$ cat config.mk
export PLATFORM = sky130hd
export DESIGN_NAME = tlcd_text_scroller
export DESIGN_NICKNAME = d
export VERILOG_FILES = /design/src/rtl/tlcd_text_scroller_pkg.sv /design/src/rtl/tlcd_text_scroller_step_timer.sv /design/src/rtl/tlcd_text_scroller.sv
export SDC_FILE = /design/constraint.sdc
export NUM_CORES = 1
export LEC_CHECK = 0
export ABC_AREA = 1
export BUFFER_PORTS_ARGS = -buffer_cell sky130_fd_sc_hd__buf_4
export CAP_MARGIN = 15
export CELL_PAD_IN_SITES_DETAIL_PLACEMENT = 1
export CELL_PAD_IN_SITES_GLOBAL_PLACEMENT = 1
export CORE_MARGIN = 10
export CORE_UTILIZATION = 40
export CTS_CLUSTER_DIAMETER = 40
export DETAILED_ROUTE_END_ITERATION = 12
export PLACE_DENSITY = 0.74
export SYNTH_ARGS = -nofsm -noshare
export SYNTH_HDL_FRONTEND = slang
export SYNTH_SLANG_ARGS = --single-unit
$ cat constraint.sdc
create_clock -name CLK -period 23.5 [get_ports CLK]
set_input_delay 3.525 -clock CLK [delete_from_list [all_inputs] [get_ports CLK]]
set_output_delay 3.525 -clock CLK [all_outputs]
set_load 0.02 [all_outputs]
$ cat src/rtl/tlcd_text_scroller_pkg.sv
// Shared constants and FSM encoding for the text LCD scroller and its step timer.
package tlcd_text_scroller_pkg;

    localparam int unsigned CHAR_W   = 8;
    localparam int unsigned LCD_COLS = 16;
    localparam int unsigned LINE_W   = CHAR_W * LCD_COLS;
    localparam int unsigned OFF_W    = 6;

    typedef enum logic [1:0] {
        ST_IDLE = 2'd0,
        ST_HOLD = 2'd1,
        ST_RUN  = 2'd2
    } scroll_state_t;

endpackage

$ cat src/rtl/tlcd_text_scroller_step_timer.sv
// Free-running step divider: tick marks the last cycle of each STEP_CYCLES period.
module tlcd_step_timer #(
    parameter int unsigned STEP_CYCLES = 1000
) (
    input  logic CLK,
    input  logic RESETN,
    input  logic run,
    input  logic clr,
    output logic tick
);

    localparam int unsigned CNT_W = (STEP_CYCLES < 2) ? 1 : $clog2(STEP_CYCLES);
    localparam logic [CNT_W-1:0] CNT_LAST = CNT_W'(STEP_CYCLES - 1);

    logic [CNT_W-1:0] cnt_q;

    // Clear wins over run so an exit to idle always restarts the period.
    always_ff @(posedge CLK or posedge RESETN) begin
        if (RESETN) begin
            cnt_q <= '0;
        end else if (clr) begin
            cnt_q <= '0;
        end else if (run) begin
            cnt_q <= (cnt_q == CNT_LAST) ? '0 : cnt_q + CNT_W'(1);
        end
    end

    assign tick = run && !clr && (cnt_q == CNT_LAST);

endmodule

$ cat src/rtl/tlcd_text_scroller.sv
// Circular message register exposing a 16-char scrolling window for tlcd_controller.
module tlcd_text_scroller
    import tlcd_text_scroller_pkg::*;
#(
    parameter int unsigned MSG_LEN     = 32,
    parameter logic [8*MSG_LEN-1:0] MSG = {MSG_LEN{8'h20}},
    parameter logic [127:0] LOWER_TEXT = {16{8'h20}},
    parameter int unsigned STEP_CYCLES = 1000,
    parameter int unsigned HOLD_STEPS  = 2
) (
    input  logic         CLK,
    input  logic         RESETN,
    input  logic         ENABLE,
    input  logic         PAUSE,
    input  logic         DIR,
    output logic [127:0] TEXT_STRING_UPPER,
    output logic [127:0] TEXT_STRING_LOWER,
    output logic [5:0]   OFFSET,
    output logic         UPDATE
);

    localparam int unsigned MSG_W  = CHAR_W * MSG_LEN;
    localparam int unsigned HOLD_W = (HOLD_STEPS < 2) ? 1 : $clog2(HOLD_STEPS);
    localparam logic [HOLD_W-1:0] HOLD_LAST = HOLD_W'((HOLD_STEPS == 0) ? 0 : HOLD_STEPS - 1);
    localparam logic [OFF_W-1:0]  OFF_LAST  = OFF_W'(MSG_LEN - 1);

    scroll_state_t     state_q, state_d;
    logic [HOLD_W-1:0] hold_cnt_q, hold_cnt_d;
    logic [MSG_W-1:0]  msg_q, msg_d;
    logic [OFF_W-1:0]  offset_q, offset_d;
    logic              update_q, update_d;
    logic              tick;

    tlcd_step_timer #(
        .STEP_CYCLES (STEP_CYCLES)
    ) u_step_timer (
        .CLK    (CLK),
        .RESETN (RESETN),
        .run    (!PAUSE),
        .clr    ((state_q == ST_IDLE) || !ENABLE),
        .tick   (tick)
    );

    always_ff @(posedge CLK or posedge RESETN) begin
        if (RESETN) begin
            state_q    <= ST_IDLE;
            hold_cnt_q <= '0;
            msg_q      <= MSG;
            offset_q   <= '0;
            update_q   <= 1'b0;
        end else begin
            state_q    <= state_d;
            hold_cnt_q <= hold_cnt_d;
            msg_q      <= msg_d;
            offset_q   <= offset_d;
            update_q   <= update_d;
        end
    end

    // ENABLE=0 restores the message from any active state, even while paused.
    always_comb begin
        state_d    = state_q;
        hold_cnt_d = hold_cnt_q;
        msg_d      = msg_q;
        offset_d   = offset_q;
        update_d   = 1'b0;

        unique case (state_q)
            ST_IDLE: begin
                if (ENABLE && !PAUSE) begin
                    hold_cnt_d = '0;
                    state_d    = (HOLD_STEPS == 0) ? ST_RUN : ST_HOLD;
                end
            end
            ST_HOLD, ST_RUN: begin
                if (!ENABLE) begin
                    state_d    = ST_IDLE;
                    hold_cnt_d = '0;
                    msg_d      = MSG;
                    offset_d   = '0;
                    update_d   = (offset_q != '0);
                end else if (tick && (state_q == ST_HOLD)) begin
                    if (hold_cnt_q == HOLD_LAST) begin
                        state_d = ST_RUN;
                    end else begin
                        hold_cnt_d = hold_cnt_q + HOLD_W'(1);
                    end
                end else if (tick) begin
                    update_d = 1'b1;
                    if (DIR) begin
                        msg_d    = {msg_q[CHAR_W-1:0], msg_q[MSG_W-1:CHAR_W]};
                        offset_d = (offset_q == '0) ? OFF_LAST : offset_q - OFF_W'(1);
                    end else begin
                        msg_d    = {msg_q[MSG_W-CHAR_W-1:0], msg_q[MSG_W-1 -: CHAR_W]};
                        offset_d = (offset_q == OFF_LAST) ? '0 : offset_q + OFF_W'(1);
                    end
                end
            end
            default: begin
                state_d = ST_IDLE;
            end
        endcase
    end

    assign TEXT_STRING_UPPER = msg_q[MSG_W-1 -: LINE_W];
    assign TEXT_STRING_LOWER = LOWER_TEXT;
    assign OFFSET            = offset_q;
    assign UPDATE            = update_q;

endmodule

==> impl_metrics.csv <==
group,metric,value,unit
power,pwr_density_cell,155.1,nW/um^2
routing,routed_wirelength,44.84,mm
layout,post_layout_instance_area,17840,um^2
yosys,synth_async_sr_flop_share,100.0,%
critical_path,reg2reg_setup_slack,19.48,ns
cts,postCtsHoldBufs,0,
layout,syn_to_final_growth,8.773,%
global_routing,vias_in_the_first_global_route,14155,
power,final_total_power,2.767,mW
yosys,top_post_synthesis_cells_by_area,"dfrtp_1, buf_4, nor2_1, nand2_1, o21ai_0",
placed_design,place.port_buffers,139,
yosys,synth_enable_flop_cells,0,
routing,first_pass_iters,5,
power,irDropWorstVdd,0.00009191,V
critical_path,critical_path.endpoint,"msg_q[184]$_DFFE_PP0P_",
cts,cts.htree.levels,2,
yosys,synth_top_area_share,37.23,%
critical_path,critical_path.reg2reg.endpoint,"msg_q[184]$_DFFE_PP0P_",
yosys,synth_cell_type_count,33,
floorplan,ioPinCount,268,
critical_path,arrival,7.28,ns
critical_path,critical_path_peak_fanout,241,
placed_design,post_dp_cell_area,15880,um^2
power,static_leak,8.298,nW
floorplan,fp.dieW,222.5,um
critical_path,worstRegToRegCells,11,
job,maxCapViolations,0,
sta,rsz0062_at_grt,"no",
global_routing,global_route.usage.total,17.52,%
yosys,area_fraction_in_compound_gates_after_synthesis,19.52,%
sta,slew_headroom,20.67,%
floorplan,chipHeight,222.5,um
critical_path,start_kind,"input port",
global_routing,grt.overflow.total,0,
placed_design,gp_congestion,0.7931,
routing,wirelength_met1,19.83,mm
floorplan,placement_rows,74,
sta,final_min_period_over_clock_period,28.85,%
routing,top_signal_layer_used,"met4",
routing,detail_route.drc_violations,0,
sta,fin_skew,0.03518,ns
yosys,muxShareOfSynthArea,0,%
cts,clock_sinks,276,
floorplan,die_area,49500,um^2
placed_design,dpl.hpwl,27.21,mm
global_routing,antenna_found_initial,0,
routing,antenna_nets_post_route,0,
floorplan,design.core.area,40650,um^2
global_routing,grt_max_degree,242,
floorplan,floorplan.initialDensity,40.35,%
cts,ctsLongestPathBuffers,3,
cts,postCtsSetupBuffers,0,
yosys,post_synth_inst_count,2109,
critical_path,critical_path_class,"input port to register",
cts,worst_setup_hold_path_clk_slew,0.05,ns
cts,post_cts.resized_instances,0,
yosys,synthesis.area_per_instance,7.777,um^2
yosys,synthSimpleGateAreaFrac,19.22,%
sta,totalNegativeSetupSlack,0,ns
yosys,yosys.area_share.adder,0.5340,%
yosys,seq_area_frac_synth,42.35,%
run_status,outcome,"completed",
yosys,combinational_family_with_the_most_area_after_synthesis,"compound AO/OA/AOI/OAI gates",
routing,drt_iter0_markers,933,
layout,fillerInstances,4994,
critical_path,worst_ep_required_time,24.00,ns
cts,tritoncts,"done",
routing,num_vias,13263,
layout,antenna-diode-count,0,
cts,clock_insertion_delay_worst_skew,0.60,ns
sta,final-hold-violation-count,0,
yosys,yosysWarnings,0,
routing,wire_per_inst,17.16,um
min_path,worst_hold_path_type,"register to register",
sta,fin_crit,6.779,ns
yosys,syn_area,16400,um^2
layout,final_net_count,2050,
sta,slew_viol_final,0,
global_routing,grt_pass1_wl,74.51,mm
sta,transition_time_of_the_tightest_slew_check_pin,1.190,ns
yosys,synth-xor-area-share,0.2670,%
yosys,synth.ff_latch_count,276,
sta,maxClockFrequency,0.1475,GHz
critical_path,critPathLaunch,"ENABLE",
critical_path,end_kind,"register",
sta,finalSetupViolCount,0,
cts,clock_tree.root_cell,"clkbuf_16",
critical_path,critical_r2r_launch,"state_q[0]$_DFFE_PP0P_",
layout,drive_above_1_share,18.45,%
routing,detailroute.wirelength.met2,22.37,mm
routing,avgViaCountPerCell,5.076,
yosys,predominant_post_synthesis_flop_cell,"dfrtp_1",
yosys,yosysTopAreaCell,"dfrtp_1",
cts,cts-buffers-inserted,53,
routing,wl_met3,1.792,mm
-- layout make-up --
type	instances	area [um^2]	area share, %
flip-flops and latches	276	6947	38.94
repair buffers	149	1155	6.473
clock inverters	33	467.9	2.623
clock buffers	65	1463	8.198
inverters	40	170.2	0.9538
multi-input cells	1518	6973	39.08
well taps	532	665.6	3.731
-- where the power goes --
group	total, mW	switching, mW	leakage (nW)	internal, mW
clock	0.818	0.274	0.941	0.544
combinational	0.969	0.614	3.76	0.355
sequential	0.980	0.253	3.60	0.727
-- flip-flops by register name (all words and copies together), names as in the netlist --
name / flops
state_q: 2
hold_cnt_q: 1
UPDATE: 1
u_step_timer.cnt_q: 10
msg_q: 256
OFFSET: 6
-- metrics by stage --
stage	instances	setup WS [ns]	hold WS (ns)	util, %
after floorplan	2235	12.42	0.4530	-
after global placement	2514	16.24	0.4664	39.08
after detailed placement	2514	16.12	0.4792	39.08
after CTS	2612	16.71	0.4914	43.82
after global routing	2613	16.34	0.5109	43.89
final	2613	16.72	0.4887	43.89
-- kinds of logic (layout without fill, tap and decap cells) --
kind of cell	Yosys count	count (layout)
AOI/OAI and AO/OA	555	555
adders and majority gates	7	7
xor gates and xnor gates	5	5
buffers and inverters	441	287
and+or+nand+nor	823	823
DFF	276	276
other	2	128
-- cell usage after synthesis, types with 2 or more instances --
master,number
clkbuf_1,83
buf_2,18
o21ai_0,274
buf_6,42
nand2_1,387
o21ai_2,100
nor2_1,406
nand4_1,8
a21oi_1,53
conb_1,2
xor2_1,4
o21ai_1,107
o22ai_1,3
o211ai_1,15
inv_1,37
nand3_1,14
dfrtp_1,244
buf_4,258
ha_1,7
dfstp_2,32
nor3_1,3
-- worst min-delay path by stage --
stage / startpoint / to / slack [ns] / cells past startpoint
global route: msg_q[157]$_DFFE_PP1P_ / msg_q[157]$_DFFE_PP1P_ / 0.51 / 2
floorplan: msg_q[18]$_DFFE_PP0P_ / msg_q[18]$_DFFE_PP0P_ / 0.45 / 2
finish: msg_q[45]$_DFFE_PP1P_ / msg_q[45]$_DFFE_PP1P_ / 0.49 / 2
CTS: msg_q[45]$_DFFE_PP1P_ / msg_q[45]$_DFFE_PP1P_ / 0.49 / 2
global placement: msg_q[22]$_DFFE_PP0P_ / msg_q[22]$_DFFE_PP0P_ / 0.47 / 2
detailed placement: msg_q[31]$_DFFE_PP0P_ / msg_q[31]$_DFFE_PP0P_ / 0.48 / 2
-- worst max-delay path, cell delays in order --
cell and delay [ns]:
buf_4 0.48, nand2_1 0.17, nor2_2 0.15, nand4_1 0.19, nand3_4 0.60, buf_12 0.85, buf_4 0.87, nand2_1 0.14
o21ai_1 0.14
-- routing by layer --
metal,global-route usage [%],vias to the layer above
li1,-,6340
met1,21.97,6633
met2,30.09,224
met3,3.492,66
met4,4.555,0
met5,0,-
-- cells in the final DEF, fill, tap and decap left out, drive strengths merged --
cell and instances:
a21oi 53, a22o 1, a31oi 1, buf 149, bufinv 9, clkbuf 65
clkinv 12, clkinvlp 4, conb 128, dfrtp 244, dfstp 32, ha 7
inv 48, nand2 388, nand3 15, nand4 8, nor2 408, nor3 3
o211ai 15, o21ai 481, o22ai 3, o31ai 1, or2 1, xnor2 1
xor2 4
Note: power is estimated with default switching activity, not from simulation.
